[config.mk]
export PLATFORM = sky130hd
export DESIGN_NAME = ram_cmd_arbiter_flat
export DESIGN_NICKNAME = d
export VERILOG_FILES = /design/src/rtl/ram_cmd_arbiter_if.sv /design/src/rtl/ram_cmd_arbiter.sv /design/src/flat_wrapper.sv
export SDC_FILE = /design/constraint.sdc
export NUM_CORES = 1
export LEC_CHECK = 0
export ABC_AREA = 1
export CAP_MARGIN = 15
export CORE_ASPECT_RATIO = 1.25
export CORE_MARGIN = 4
export CORE_UTILIZATION = 48
export CTS_CLUSTER_SIZE = 20
export DETAILED_ROUTE_END_ITERATION = 10
export PLACE_DENSITY_LB_ADDON = 0.3
export RECOVER_POWER = 50
export SYNTH_ARGS = -nofsm -noshare
export SYNTH_HDL_FRONTEND = slang
export SYNTH_SLANG_ARGS = --single-unit
[constraint.sdc]
create_clock -name clk -period 4.4 [get_ports clk]
set_clock_uncertainty 0.1 [all_clocks]
set_input_delay 0.44 -clock clk [delete_from_list [all_inputs] [get_ports clk]]
set_output_delay 0.44 -clock clk [all_outputs]
set_load 0.005 [all_outputs]
[src/rtl/ram_cmd_arbiter_if.sv]
// rtl/ram_cmd_arbiter_if.sv - requester, response and RAM-side signal bundle for ram_cmd_arbiter
interface ram_cmd_arbiter_if;
    logic       req0_valid;
    logic [9:0] req0_din;
    logic       req0_ready;
    logic       req1_valid;
    logic [9:0] req1_din;
    logic       req1_ready;
    logic       rsp0_valid;
    logic [7:0] rsp0_data;
    logic       rsp1_valid;
    logic [7:0] rsp1_data;
    logic       rsp_err;
    logic [9:0] ram_din;
    logic       ram_rx_valid;
    logic [7:0] ram_dout;
    logic       ram_tx_valid;
    logic       owner;
    logic       busy;
    logic       lock_timeout;

    modport slave (
        input  req0_valid, req0_din, req1_valid, req1_din, ram_dout, ram_tx_valid,
        output req0_ready, req1_ready, rsp0_valid, rsp0_data, rsp1_valid, rsp1_data,
               rsp_err, ram_din, ram_rx_valid, owner, busy, lock_timeout
    );

    modport master (
        output req0_valid, req0_din, req1_valid, req1_din, ram_dout, ram_tx_valid,
        input  req0_ready, req1_ready, rsp0_valid, rsp0_data, rsp1_valid, rsp1_data,
               rsp_err, ram_din, ram_rx_valid, owner, busy, lock_timeout
    );
endinterface

[src/rtl/ram_cmd_arbiter.sv]
// rtl/ram_cmd_arbiter.sv - two-requester RAM command arbiter with address lock and read-response routing
module ram_cmd_arbiter #(
    parameter int LOCK_TIMEOUT = 16,
    parameter int RSP_TIMEOUT  = 4
) (
    input  logic             clk,
    input  logic             rst_n,
    ram_cmd_arbiter_if.slave bus
);
    typedef enum logic [1:0] {IDLE, LOCKED, WAIT_RSP} state_e;

    localparam int LW = $clog2(LOCK_TIMEOUT + 1);
    localparam int RW = $clog2(RSP_TIMEOUT + 1);

    state_e          state_q, state_d;
    logic            rr_q, rr_d;
    logic            owner_q, owner_d;
    logic [LW-1:0]   lock_cnt_q, lock_cnt_d;
    logic [RW-1:0]   rsp_cnt_q, rsp_cnt_d;
    logic [9:0]      ram_din_q, ram_din_d;
    logic            ram_rx_valid_q, ram_rx_valid_d;
    logic            rsp0_valid_q, rsp0_valid_d;
    logic            rsp1_valid_q, rsp1_valid_d;
    logic [7:0]      rsp0_data_q, rsp0_data_d;
    logic [7:0]      rsp1_data_q, rsp1_data_d;
    logic            rsp_err_q, rsp_err_d;
    logic            lock_timeout_q, lock_timeout_d;

    logic            ready0, ready1, acc, acc_id, rsp_done;
    logic [9:0]      acc_word;

    // IDLE arbitrates on valid; LOCKED hands ready to the owner unconditionally.
    always_comb begin
        ready0 = 1'b0;
        ready1 = 1'b0;
        case (state_q)
            IDLE: begin
                ready0 = bus.req0_valid && (!bus.req1_valid || !rr_q);
                ready1 = bus.req1_valid && (!bus.req0_valid || rr_q);
            end
            LOCKED: begin
                ready0 = !owner_q;
                ready1 = owner_q;
            end
            default: ;
        endcase
    end

    assign acc      = (bus.req0_valid && ready0) || (bus.req1_valid && ready1);
    assign acc_id   = bus.req1_valid && ready1;
    assign acc_word = acc_id ? bus.req1_din : bus.req0_din;
    assign rsp_done = bus.ram_tx_valid || (rsp_cnt_q == RW'(RSP_TIMEOUT - 1));

    always_comb begin
        state_d        = state_q;
        rr_d           = rr_q;
        owner_d        = owner_q;
        lock_cnt_d     = lock_cnt_q;
        rsp_cnt_d      = rsp_cnt_q;
        ram_din_d      = ram_din_q;
        ram_rx_valid_d = 1'b0;
        rsp0_valid_d   = 1'b0;
        rsp1_valid_d   = 1'b0;
        rsp0_data_d    = rsp0_data_q;
        rsp1_data_d    = rsp1_data_q;
        rsp_err_d      = 1'b0;
        lock_timeout_d = 1'b0;

        // An accepted word always wins over a lock expiry in the same cycle.
        if (acc) begin
            ram_din_d      = acc_word;
            ram_rx_valid_d = 1'b1;
            owner_d        = acc_id;
            case (acc_word[9:8])
                2'b01: begin
                    state_d = IDLE;
                    rr_d    = !acc_id;
                end
                2'b11: begin
                    state_d   = WAIT_RSP;
                    rsp_cnt_d = '0;
                end
                default: begin
                    state_d    = LOCKED;
                    lock_cnt_d = '0;
                end
            endcase
        end else begin
            case (state_q)
                LOCKED: begin
                    if (lock_cnt_q == LW'(LOCK_TIMEOUT - 1)) begin
                        state_d        = IDLE;
                        lock_timeout_d = 1'b1;
                        rr_d           = !owner_q;
                    end else begin
                        lock_cnt_d = lock_cnt_q + LW'(1);
                    end
                end
                WAIT_RSP: begin
                    if (rsp_done) begin
                        state_d      = IDLE;
                        rr_d         = !owner_q;
                        rsp_err_d    = !bus.ram_tx_valid;
                        rsp0_valid_d = !owner_q;
                        rsp1_valid_d = owner_q;
                        if (owner_q) rsp1_data_d = bus.ram_tx_valid ? bus.ram_dout : 8'h00;
                        else         rsp0_data_d = bus.ram_tx_valid ? bus.ram_dout : 8'h00;
                    end else begin
                        rsp_cnt_d = rsp_cnt_q + RW'(1);
                    end
                end
                default: ;
            endcase
        end
    end

    always_ff @(posedge clk) begin
        if (!rst_n) begin
            state_q        <= IDLE;
            rr_q           <= 1'b0;
            owner_q        <= 1'b0;
            lock_cnt_q     <= '0;
            rsp_cnt_q      <= '0;
            ram_din_q      <= '0;
            ram_rx_valid_q <= 1'b0;
            rsp0_valid_q   <= 1'b0;
            rsp1_valid_q   <= 1'b0;
            rsp0_data_q    <= '0;
            rsp1_data_q    <= '0;
            rsp_err_q      <= 1'b0;
            lock_timeout_q <= 1'b0;
        end else begin
            state_q        <= state_d;
            rr_q           <= rr_d;
            owner_q        <= owner_d;
            lock_cnt_q     <= lock_cnt_d;
            rsp_cnt_q      <= rsp_cnt_d;
            ram_din_q      <= ram_din_d;
            ram_rx_valid_q <= ram_rx_valid_d;
            rsp0_valid_q   <= rsp0_valid_d;
            rsp1_valid_q   <= rsp1_valid_d;
            rsp0_data_q    <= rsp0_data_d;
            rsp1_data_q    <= rsp1_data_d;
            rsp_err_q      <= rsp_err_d;
            lock_timeout_q <= lock_timeout_d;
        end
    end

    assign bus.req0_ready   = ready0;
    assign bus.req1_ready   = ready1;
    assign bus.rsp0_valid   = rsp0_valid_q;
    assign bus.rsp1_valid   = rsp1_valid_q;
    assign bus.rsp0_data    = rsp0_data_q;
    assign bus.rsp1_data    = rsp1_data_q;
    assign bus.rsp_err      = rsp_err_q;
    assign bus.ram_din      = ram_din_q;
    assign bus.ram_rx_valid = ram_rx_valid_q;
    assign bus.owner        = owner_q;
    assign bus.busy         = (state_q != IDLE);
    assign bus.lock_timeout = lock_timeout_q;
endmodule

[src/flat_wrapper.sv]
// flat-port wrapper written by rule: the top's interface ports become plain ports
module ram_cmd_arbiter_flat 
#(
    parameter int LOCK_TIMEOUT = 16,
    parameter int RSP_TIMEOUT  = 4
)
  (clk, rst_n, bus_req0_valid, bus_req0_din, bus_req1_valid, bus_req1_din, bus_ram_dout, bus_ram_tx_valid, bus_req0_ready, bus_req1_ready, bus_rsp0_valid, bus_rsp0_data, bus_rsp1_valid, bus_rsp1_data, bus_rsp_err, bus_ram_din, bus_ram_rx_valid, bus_owner, bus_busy, bus_lock_timeout);
  ram_cmd_arbiter_if bus_i ();
  input  logic clk;
  input  logic rst_n;
  input wire logic [$bits(bus_i.req0_valid)-1:0] bus_req0_valid;
  input wire logic [$bits(bus_i.req0_din)-1:0] bus_req0_din;
  input wire logic [$bits(bus_i.req1_valid)-1:0] bus_req1_valid;
  input wire logic [$bits(bus_i.req1_din)-1:0] bus_req1_din;
  input wire logic [$bits(bus_i.ram_dout)-1:0] bus_ram_dout;
  input wire logic [$bits(bus_i.ram_tx_valid)-1:0] bus_ram_tx_valid;
  output wire logic [$bits(bus_i.req0_ready)-1:0] bus_req0_ready;
  output wire logic [$bits(bus_i.req1_ready)-1:0] bus_req1_ready;
  output wire logic [$bits(bus_i.rsp0_valid)-1:0] bus_rsp0_valid;
  output wire logic [$bits(bus_i.rsp0_data)-1:0] bus_rsp0_data;
  output wire logic [$bits(bus_i.rsp1_valid)-1:0] bus_rsp1_valid;
  output wire logic [$bits(bus_i.rsp1_data)-1:0] bus_rsp1_data;
  output wire logic [$bits(bus_i.rsp_err)-1:0] bus_rsp_err;
  output wire logic [$bits(bus_i.ram_din)-1:0] bus_ram_din;
  output wire logic [$bits(bus_i.ram_rx_valid)-1:0] bus_ram_rx_valid;
  output wire logic [$bits(bus_i.owner)-1:0] bus_owner;
  output wire logic [$bits(bus_i.busy)-1:0] bus_busy;
  output wire logic [$bits(bus_i.lock_timeout)-1:0] bus_lock_timeout;
  assign bus_i.req0_valid = bus_req0_valid;
  assign bus_i.req0_din = bus_req0_din;
  assign bus_i.req1_valid = bus_req1_valid;
  assign bus_i.req1_din = bus_req1_din;
  assign bus_i.ram_dout = bus_ram_dout;
  assign bus_i.ram_tx_valid = bus_ram_tx_valid;
  assign bus_req0_ready = bus_i.req0_ready;
  assign bus_req1_ready = bus_i.req1_ready;
  assign bus_rsp0_valid = bus_i.rsp0_valid;
  assign bus_rsp0_data = bus_i.rsp0_data;
  assign bus_rsp1_valid = bus_i.rsp1_valid;
  assign bus_rsp1_data = bus_i.rsp1_data;
  assign bus_rsp_err = bus_i.rsp_err;
  assign bus_ram_din = bus_i.ram_din;
  assign bus_ram_rx_valid = bus_i.ram_rx_valid;
  assign bus_owner = bus_i.owner;
  assign bus_busy = bus_i.busy;
  assign bus_lock_timeout = bus_i.lock_timeout;
  ram_cmd_arbiter #(.LOCK_TIMEOUT(LOCK_TIMEOUT), .RSP_TIMEOUT(RSP_TIMEOUT)) u_core (.clk(clk), .rst_n(rst_n), .bus(bus_i));
endmodule
== After elaboration in Yosys (flattened, before gate mapping) ==
Cells that the tools add are included.

* Register bits after elaboration: 43

* Reduce and logical (&&, ||, !) cells: 28
* Bitwise operators: 6
* Equal/unequal tests: 13
* $add $sub $neg: 2
* Muxes and demuxes: 24

{| class="wikitable"
|+ Operators by type and width
! kind !! count
|-
| $mux 5 || 4
|-
| $mux 3 || 4
|-
| $reduce_and 4->1 || 3
|-
| $mux 10 || 1
|-
| $reduce_and 3->1 || 3
|-
| $mux 8 || 1
|-
| $pmux 2 s2 || 2
|-
| $logic_not 1->1 || 6
|-
| $mux 1 || 6
|-
| $mux 2 || 3
|-
| $ne 2x2->1 const B || 3
|-
| $ne 3x1->1 const B || 2
|-
| $not 1->1 || 6
|-
| $pmux 1 s2 || 3
|-
| $reduce_bool 2->1 || 3
|-
| $add 5x1->5 const B || 1
|-
| $eq 5x4->1 const B || 1
|-
| $eq 2x1->1 const B || 2
|-
| $eq 2x2->1 const B || 2
|-
| $logic_and 1x1->1 || 4
|-
| $logic_or 1x1->1 || 4
|-
| $ne 2x1->1 const B || 2
|-
| $reduce_or 4->1 || 1
|-
| $add 3x1->3 const B || 1
|-
| other kinds (5) || 5
|}

== Longest topological paths before layout ==
Gate-level depths: netlist of the first run.

* Depth in word-level cells: 10
* Depth in mapped cells: 13

== Worst setup path after synthesis of the first run ==
OpenSTA, ideal clock, no wires.

* Path kind: register -> register
* Start point: register u_core.lock_cnt_q[0]
* End point: register u_core.state_q[0]
* Arrival: 1.549 ns
* Setup time: 0.131 ns
* Stages on the path, launching flop included: 8
* Slack: 2.620 ns
* Cells stage by stage: dfxtp_1 > ha_1 > and3_1 > ha_1 > nor2_1 > o211ai_1 > o21ai_0 > a21oi_1

* Longest elaborated chain between the ends: 3

{| class="wikitable"
|+ RTL lines
! item !! RTL line !! source
|-
| from (decl) || ram_cmd_arbiter.sv:18 || <nowiki>logic [LW-1:0] lock_cnt_q, lock_cnt_d;</nowiki>
|-
| from (signal assigned) || ram_cmd_arbiter.sv:136 || <nowiki>lock_cnt_q <= lock_cnt_d;</nowiki>
|-
| $eq 5x4->1 || ram_cmd_arbiter.sv:91 || <nowiki>if (lock_cnt_q == LW'(LOCK_TIMEOUT - 1)) begin</nowiki>
|-
| $ne 3x1->1 (no source line) || - ||
|-
| $reduce_and 3->1 (no source line) || - ||
|-
| to (signal assigned) || ram_cmd_arbiter.sv:133 || <nowiki>state_q <= state_d;</nowiki>
|-
| to (decl) || ram_cmd_arbiter.sv:15 || <nowiki>state_e state_q, state_d;</nowiki>
|}

No other way between the ends.
A chain may end at the register's enable or synchronous reset.

== Worst setup path in the final report of the first run ==
* Start point: input port bus_req0_valid
* End point: register u_core.rsp0_data_q[2], in the netlist u_core.bus.rsp0_data[2]

* Longest elaborated chain between the ends: 8
* Elaborated cells on any way between the ends: 11
* Those cells by class: mux (2); bitwise (1); reduce/logical (8)

{| class="wikitable"
|+ RTL lines
! item !! RTL line !! source
|-
| from (decl) || flat_wrapper.sv:11 || <nowiki>input wire logic [$bits(bus_i.req0_valid)-1:0] bus_req0_valid;</nowiki>
|-
| $logic_not 1->1 || ram_cmd_arbiter.sv:39 || <nowiki>ready1 = bus.req1_valid && (!bus.req0_valid || rr_q);</nowiki>
|-
| $logic_or 1x1->1 || ram_cmd_arbiter.sv:39 ||
|-
| $logic_and 1x1->1 || ram_cmd_arbiter.sv:39 ||
|-
| $pmux 1 s2 || ram_cmd_arbiter.sv:36 || <nowiki>case (state_q)</nowiki>
|-
| $logic_and 1x1->1 || ram_cmd_arbiter.sv:49 || <nowiki>assign acc = (bus.req0_valid && ready0) || (bus.req1_valid && ready1);</nowiki>
|-
| $logic_or 1x1->1 (*) || ram_cmd_arbiter.sv:49 ||
|-
| $not 1->1 (no source line) (*) || - ||
|-
| $reduce_and 4->1 (no source line) (*) || - ||
|-
| to (signal assigned) || ram_cmd_arbiter.sv:142 || <nowiki>rsp0_data_q <= rsp0_data_d;</nowiki>
|-
| to (decl) || ram_cmd_arbiter.sv:24 || <nowiki>logic [7:0] rsp0_data_q, rsp0_data_d;</nowiki>
|}

Every way passes the cells marked *; elsewhere a longest branch is shown, timed or not.

==> results of run 1 <==
[kinds of logic (layout without fill, tap and decap cells)]
group,after synthesis,in the layout,share of synthesized area
buffers and inverters,32,99,0.0752
and+or+nand+nor,106,106,0.279
adders and majority gates,4,4,0.0262
AOI/OAI and AO/OA,56,56,0.165
DFF,43,43,0.450
xor gates and xnor gates,1,1,0.00458
[sequential cells by signal (all words and copies together), names as in the netlist]
| name | cells |
|---|---|
| u_core.rr_q | 1 |
| u_core.lock_cnt_q | 5 |
| u_core.bus.rsp0_valid | 1 |
| u_core.bus.lock_timeout | 1 |
| u_core.rsp_cnt_q | 3 |
| u_core.bus.rsp0_data | 8 |
| u_core.bus.owner | 1 |
| u_core.bus.ram_rx_valid | 1 |
| u_core.bus.ram_din | 10 |
| u_core.bus.rsp_err | 1 |
| u_core.state_q | 2 |
| u_core.bus.rsp1_valid | 1 |
| u_core.bus.rsp1_data | 8 |
[final cells by class]
cell class | count | area, sq um
inverters | 23 | 91.3
well taps | 54 | 67.6
fillers | 334 | 1100
repair buffers | 68 | 678
clock inverters | 2 | 60.1
flip-flops and latches | 43 | 861
multi-input cells | 167 | 886
clock buffers | 6 | 72.6
[worst reg2reg max path, cell delays in order, from the launching register on]
cell	delay [ns]
dfxtp_1	0.42
nor2_1	0.12
nand3_1	0.14
nand2_4	0.07
nand2_1	0.34
nand2_1	0.47
nor3_4	0.56
o21ai_0	0.14
a21oi_1	0.14
[worst paths after layout]
| check | startpoint | end | slack (ns) | cells past startpoint |
|---|---|---|---|---|
| hold reg to reg | u_core.bus.ram_din[9] | u_core.bus.ram_din[9] | 0.36 | 2 |
| setup reg to reg | u_core.state_q[1] | u_core.bus.rsp0_data[2] | 1.83 | 8 |
| setup / recovery | bus_req0_valid | u_core.bus.rsp0_data[2] | 1.55 | 9 |
| hold / removal | u_core.bus.ram_din[9] | u_core.bus.ram_din[9] | 0.36 | 2 |
[stage by stage]
step | hold slack, ns | area, sq um | utilization | cells | worst slack, ns
CTS | 0.370 | 2740 | 0.718 | 363 | 2.07
detailed placement | 0.359 | 2610 | 0.683 | 355 | 1.81
floorplan | 0.348 | 1910 | - | 242 | 2.62
global route | 0.390 | 2720 | 0.712 | 363 | 1.24
global placement | 0.355 | 2610 | 0.683 | 355 | 1.95
finish | 0.364 | 2720 | 0.712 | 363 | 1.55
[Yosys cell counts]
| cell | number | share of area |
|---|---|---|
| or2_2 | 2 | 0.0065 |
| o21ai_0 | 18 | 0.047 |
| nand3_1 | 20 | 0.052 |
| clkbuf_1 | 2 | 0.0039 |
| buf_4 | 2 | 0.0078 |
| nand2_2 | 7 | 0.023 |
| o21ai_1 | 1 | 0.0026 |
| o31ai_1 | 7 | 0.027 |
| buf_6 | 1 | 0.0059 |
| nand2_4 | 3 | 0.018 |
| or2_1 | 1 | 0.0033 |
| nor3_1 | 3 | 0.0078 |
| buf_2 | 3 | 0.0078 |
| nor3_4 | 1 | 0.0085 |
| dfxtp_1 | 43 | 0.45 |
| buf_1 | 1 | 0.0020 |
| and3_1 | 1 | 0.0033 |
| nor2_1 | 26 | 0.051 |
| nand3_4 | 1 | 0.0092 |
| inv_2 | 3 | 0.0059 |
| ha_1 | 4 | 0.026 |
| xor2_1 | 1 | 0.0046 |
| a21oi_2 | 1 | 0.0046 |
| a31oi_1 | 1 | 0.0033 |
| inv_6 | 1 | 0.0046 |
| o21a_1 | 1 | 0.0039 |
| nor2_2 | 1 | 0.0033 |
| o211ai_1 | 2 | 0.0078 |
| a21boi_0 | 1 | 0.0039 |
| nor2_4 | 1 | 0.0059 |
| clkinv_1 | 1 | 0.0020 |
| inv_1 | 18 | 0.035 |
| nand2_1 | 35 | 0.069 |
| a21oi_1 | 23 | 0.060 |
| nand3_2 | 2 | 0.010 |
| a211oi_1 | 1 | 0.0039 |
| nand4_1 | 1 | 0.0033 |
| nor3_2 | 1 | 0.0052 |
[power groups by stage]
stage	registers [uW]	clock network, uW	logic [uW]
after global routing	497	381	425
after global placement	499	0	397
after detailed placement	500	0	407
final	490	358	382
after floorplan	499	0	227
after CTS	493	363	409
[per-layer routing]
metal	wire length (um)	GRT usage	vias to the layer above	share of wire
li1	-	-	933	-
met1	2070	0.240	829	0.42
met2	2420	0.363	58	0.49
met3	308	0.0601	9	0.062
met4	143	0.0951	0	0.029
met5	0	0	-	0
==> results.tsv, run 1 <==
stage	metric	value	unit
timing	Rel. slew slack	0.450	
routing	Final ANT Viol Nets	0	
power_and_ir_drop	switching portion of total power	0.306	
grt	vias in the first global route	1822	
worst_setup_path	CP Buf/Inv Count	1	
clock_tree	Clk pin slew, worst setup/hold paths	0.08	ns
clock_tree	CTS Buffer Depth	2	
die	die footprint	5070	sq um
timing	highest clock rate	0.350	GHz
worst_setup_path	Startpoint Class	input pin	
power_and_ir_drop	Leak	0.00120	uW
die	Die X	64.5	um
placement	RePlAce Congestion	0.790	
logic_synthesis	#FFs+latches synth	43	
logic_synthesis	Post-Synthesis Net Count	279	
logic_synthesis	Cells after Synth	242	
clock_tree	Post-CTS Setup Bufs	0	
die	die height	78.6	um
clock_tree	clock latency on the worst-skew pair	0.29	ns
routing	DRC	0	
die	Core Box Area	3820	sq um
worst_setup_path	crit path kind	input pin to register	
routing	vias per cell	5.04	
logic_synthesis	Synth warnings	0	
worst_setup_path	element type at the critical path end	register	
placement	DP Wirelength	3650	um
worst_setup_path	cell mode on critical path	nand2_1	
grt	first-pass GRT wire length	8300	um
cells_and_area	most frequent cells in the layout	dfxtp_1 (43), nand2_1 (37), clkdlybuf4s50_1 (34)	
worst_setup_path	CP Cell Sequence	dlygate4sd3_1 -> nand2_1 -> nand3_1 -> nand2_4 -> nand2_1 -> nand2_1 -> nor3_4 -> o21ai_0 -> a21oi_1	
timing	Hold Violations, Final	0	
cells_and_area	number of diodes	0	
timing	final setup vio count	0	
worst_setup_path	CP max FO	16	
routing	Vias	1829	
logic_synthesis	count of cell types in the netlist	38	
timing	worst-margin pin slew	0.820	ns
status	run status	finished clean	
clock_tree	CTS Hold Buffers Added	0	
power_and_ir_drop	Comb pwr share	0.310	
min_path	HP Class	register to register	
grt	GRT Total Usage	0.211	
timing	Final period util	0.648	
clock_tree	# clock sinks	43	
clock_tree	Gates resized, CTS repair	0	
power_and_ir_drop	Sw Pwr	376	uW
logic_synthesis	cell area after synthesis	1910	sq um
worst_setup_path	CP max stage cell	dlygate4sd3_1	
clock_tree	CTS tree	done	
clock_tree	clk root buf	clkbuf_8	
power_and_ir_drop	P per Cell Area	453	nW/um^2
routing	Iter 0 DRT Violations	91	
power_and_ir_drop	Pint	853	uW
timing	Final Max Slew Viols	0	
die	Rows	25	
worst_setup_path	WP data arrival	2.98	ns
clock_tree	H-tree depth	2	
power_and_ir_drop	Pwr Total	1230	uW
timing	post-route setup TNS	0	ns
timing	RSZ-0062 raised after global routing	false	
power_and_ir_drop	Flop pwr share	0.398	
die	Starting Density	0.501	
grt	Overflow after GRT	0	
worst_setup_path	CP top delay family	simple AND/OR/NAND/NOR gates	
power_and_ir_drop	Clock power frac	0.291	
logic_synthesis	register area share after synthesis	0.450	
grt	largest net degree at the start of global routing	32	
grt	antenna violations before repair	0	
routing	WL/cell	13.6	um
power_and_ir_drop	peak supply drop	0.253	mV
routing	final wirelength	4940	um
die	Ports	68	
placement	PortBufs	67	
logic_synthesis	Avg Synthesized Cell Area	7.91	sq um
cells_and_area	fin nets	345	
clock_tree	Num CTS Buffers	5	
cells_and_area	layout cells sized above 1	0.0874	
cells_and_area	most common cell after layout, fill and taps aside	dfxtp_1	
worst_setup_path	Critical Path RT	4.52	ns
cells_and_area	Area growth syn-to-layout	42.0	%
job	Max-Cap Viols	0	
routing	First-pass DRT Iterations	5	
timing	fin crit period	2.85	ns
worst_setup_path	max incr delay on CP	0.62	ns
(Power assumes the default switching activity.)
==> run 2, diff against run 1 <==
--- a/config.mk
+++ b/config.mk
@@ -9,7 +9,7 @@
 export CAP_MARGIN = 15
 export CORE_ASPECT_RATIO = 1.25
 export CORE_MARGIN = 4
-export CORE_UTILIZATION = 48
+export CORE_UTILIZATION = 40
 export CTS_CLUSTER_SIZE = 20
 export DETAILED_ROUTE_END_ITERATION = 10
 export PLACE_DENSITY_LB_ADDON = 0.3
==> constraint.sdc (replaced) <==
create_clock -name clk -period 2.6 [get_ports clk]
set_clock_uncertainty 0.1 [all_clocks]
set_input_delay 0.26 -clock clk [delete_from_list [all_inputs] [get_ports clk]]
set_output_delay 0.26 -clock clk [all_outputs]
set_load 0.005 [all_outputs]
==> run 2 against run 1 <==
  * Setup slack got worse by 1.0 ns
  * Core utilization fell by 11 points
  * Clock power rose by 43%
  * Hold slack improved by 0.0045 ns
  * Sequential power rose by 69%
  * Clock-buffer cell count fell by 1
  * Non-clock buffer count rose by 4
  * Register-to-register slack got worse by 1.2 ns
  * Power rose by 62%
  * Sequential share of layout area fell by 0.20 points
  * Global-route usage fell by 4.2 points
  * Design area rose by 0.64%
  * Critical endpoint is now bus_req1_ready
  * Highest routed layer unchanged
==> results.tsv, run 2 (same netlist as run 1, synthesis figures left out) <==
stage	metric	value	unit	change
worst_setup_path	CP Cell Sequence	inv_1 -> nor2_1 -> nand2_1 -> nand2_4 -> clkdlybuf4s50_1		was dlygate4sd3_1 -> nand2_1 -> nand3_1 -> nand2_4 -> nand2_1 -> nand2_1 -> nor3_4 -> o21ai_0 -> a21oi_1
timing	worst-margin pin slew	0.594	ns	was 0.820 ns
grt	first-pass GRT wire length	8240	um	was 8300 um
worst_setup_path	CP max FO	5		was 16
cells_and_area	layout cells sized above 1	0.106		was 0.0874
grt	Overflow after GRT	0		unchanged
worst_setup_path	Critical Path RT	2.24	ns	was 4.52 ns
worst_setup_path	WP data arrival	1.72	ns	was 2.98 ns
cells_and_area	most frequent cells in the layout	dfxtp_1 (43), nand2_1 (36), clkdlybuf4s50_1 (36)		was dfxtp_1 (43), nand2_1 (37), clkdlybuf4s50_1 (34)
timing	final setup vio count	0		unchanged
worst_setup_path	crit path kind	register to primary output		was input pin to register
die	Starting Density	0.423		was 0.501
worst_setup_path	CP Buf/Inv Count	2		was 1
clock_tree	# clock sinks	43		unchanged
clock_tree	CTS Buffer Depth	2		unchanged
routing	Vias	1845		was 1,829
timing	Final period util	0.801		
worst_setup_path	CP top delay family	buffers and inverters		was simple AND/OR/NAND/NOR gates
timing	post-route setup TNS	0	ns	unchanged
power_and_ir_drop	Clock power frac	0.257		was 0.291
worst_setup_path	flop2flop setup slack	0.61	ns	was 1.83 ns
routing	vias per cell	4.99		was 5.04
clock_tree	clk root buf	clkbuf_8		unchanged
die	die footprint	5960	sq um	was 5070 sq um
routing	Final ANT Viol Nets	0		unchanged
timing	fin crit period	2.08	ns	
worst_setup_path	Crit path depth	5		was 9
power_and_ir_drop	Comb pwr share	0.326		was 0.310
cells_and_area	fin area	2730	sq um	was 2720 sq um
power_and_ir_drop	Sw Pwr	635	uW	was 376 uW
placement	RePlAce Congestion	0.787		was 0.790
power_and_ir_drop	peak supply drop	0.342	mV	was 0.253 mV
min_path	Worst Hold Depth	2		unchanged
clock_tree	Post-CTS Setup Bufs	0		unchanged
cells_and_area	fin nets	349		was 345
routing	final wirelength	4780	um	was 4940 um
worst_setup_path	element type at the critical path end	primary output		was register
routing	DRC	0		unchanged
die	Ports	68		unchanged
die	die height	85.3	um	was 78.6 um
routing	uppermost routed layer	met4		unchanged
routing	WL/cell	12.9	um	was 13.6 um
die	Die X	69.9	um	was 64.5 um
worst_setup_path	CP max stage cell	clkdlybuf4s50_1		was dlygate4sd3_1
grt	GRT Total Usage	0.169		was 0.211
min_path	worst hold start	u_core.bus.ram_din[9]		unchanged
die	Core Box Area	4530	sq um	was 3820 sq um
cells_and_area	number of diodes	0		unchanged
grt	antenna violations before repair	0		unchanged
routing	Iter 0 DRT Violations	95		was 91
clock_tree	Gates resized, CTS repair	0		unchanged
die	Rows	27		was 25
timing	RSZ-0062 raised after global routing	false		unchanged
power_and_ir_drop	switching portion of total power	0.320		was 0.306
clock_tree	H-tree depth	2		unchanged
timing	Rel. slew slack	0.604		was 0.450
worst_setup_path	r2r startpoint	u_core.lock_cnt_q[0]		was u_core.state_q[1]
worst_setup_path	Startpoint Class	register		was input pin
power_and_ir_drop	Leak	0.00120	uW	about the same
worst_setup_path	CP Launch Point	u_core.state_q[0]		was bus_req0_valid
worst_setup_path	max incr delay on CP	0.50	ns	was 0.62 ns
cells_and_area	most common cell after layout, fill and taps aside	dfxtp_1		unchanged
routing	WL met3	332	um	was 308 um
clock_tree	Num CTS Buffers	5		unchanged
worst_setup_path	R2R depth	7		was 8
timing	Hold Violations, Final	0		unchanged
cells_and_area	Area growth syn-to-layout	42.9	%	was 42.0%
cells_and_area	fillers	435		was 334
power_and_ir_drop	Flop pwr share	0.416		was 0.398
status	run status	finished clean		unchanged
timing	Final Max Slew Viols	0		unchanged
job	Max-Cap Viols	0		unchanged
timing	WHS	0.368	ns	was 0.364 ns
routing	First-pass DRT Iterations	4		was 5
cells_and_area	max reg flops	10		unchanged
routing	met2 wire length	2180	um	was 2420 um
clock_tree	CTS tree	done		unchanged
min_path	HP Class	register to register		unchanged
placement	DP Wirelength	3530	um	was 3650 um
placement	PortBufs	67		unchanged
grt	vias in the first global route	1816		was 1,822
timing	highest clock rate	0.480	GHz	
power_and_ir_drop	Pint	1350	uW	was 853 uW
routing	wire length on met1	2200	um	was 2070 um
clock_tree	Clk pin slew, worst setup/hold paths	0.08	ns	about the same
power_and_ir_drop	P per Cell Area	727	nW/um^2	was 453 nW/um^2
placement	Area after DPL	2640	sq um	was 2610 sq um
clock_tree	CTS Hold Buffers Added	0		unchanged
clock_tree	clock latency on the worst-skew pair	0.29	ns	about the same
grt	largest net degree at the start of global routing	17		was 32
run 2: cell type report:
class	count	area, sq um	share of cell area
inverter	23	91.3	0.0334
clock inverter	2	37.5	0.0137
tap	58	72.6	0.0265
multi-input combinational	167	898	0.329
clock buffer	5	68.8	0.0252
timing repair buffer	72	704	0.258
sequential	43	861	0.315
run 2: per-layer routing:
metal | GRT usage | vias up
met1 | 0.208 | 838
li1 | - | 944
met3 | 0.0533 | 5
met2 | 0.279 | 58
met4 | 0.0523 | 0
met5 | 0 | -
run 2: through the flow:
| step | util | total power (uW) | worst slack [ns] | cells |
|---|---|---|---|---|
| 6_report | 0.604 | 1990 | 0.518 | 370 |
| 3_5_place_dp | 0.583 | 1540 | 0.366 | 363 |
| 5_1_grt | 0.604 | 2120 | 0.392 | 370 |
| 2_1_floorplan | - | 1230 | 0.820 | 242 |
| 4_1_cts | 0.607 | 2050 | 0.581 | 370 |
| 3_3_place_gp | 0.583 | 1530 | 0.441 | 363 |
run 2: power by group through the flow:
stage	combinational, uW	sequential [uW]	clock [uW]
floorplan	384	844	0
global route	724	842	553
finish	648	827	511
CTS	691	834	522
global placement	681	846	0
detailed placement	688	848	0
run 2: worst register-to-register path: cells and delay by family (launching register included):
family	cells	cell delay, ns
AOI/OAI and AO/OA	3	0.53
adders and majority gates	2	0.43
DFF	1	0.34
and+or+nand+nor	2	0.48
run 2: worst paths after layout:
| path | end |
|---|---|
| setup reg to reg | u_core.state_q[1] |
| setup / recovery | bus_req1_ready |
| hold reg to reg | u_core.bus.ram_din[9] |
| hold / removal | u_core.bus.ram_din[9] |
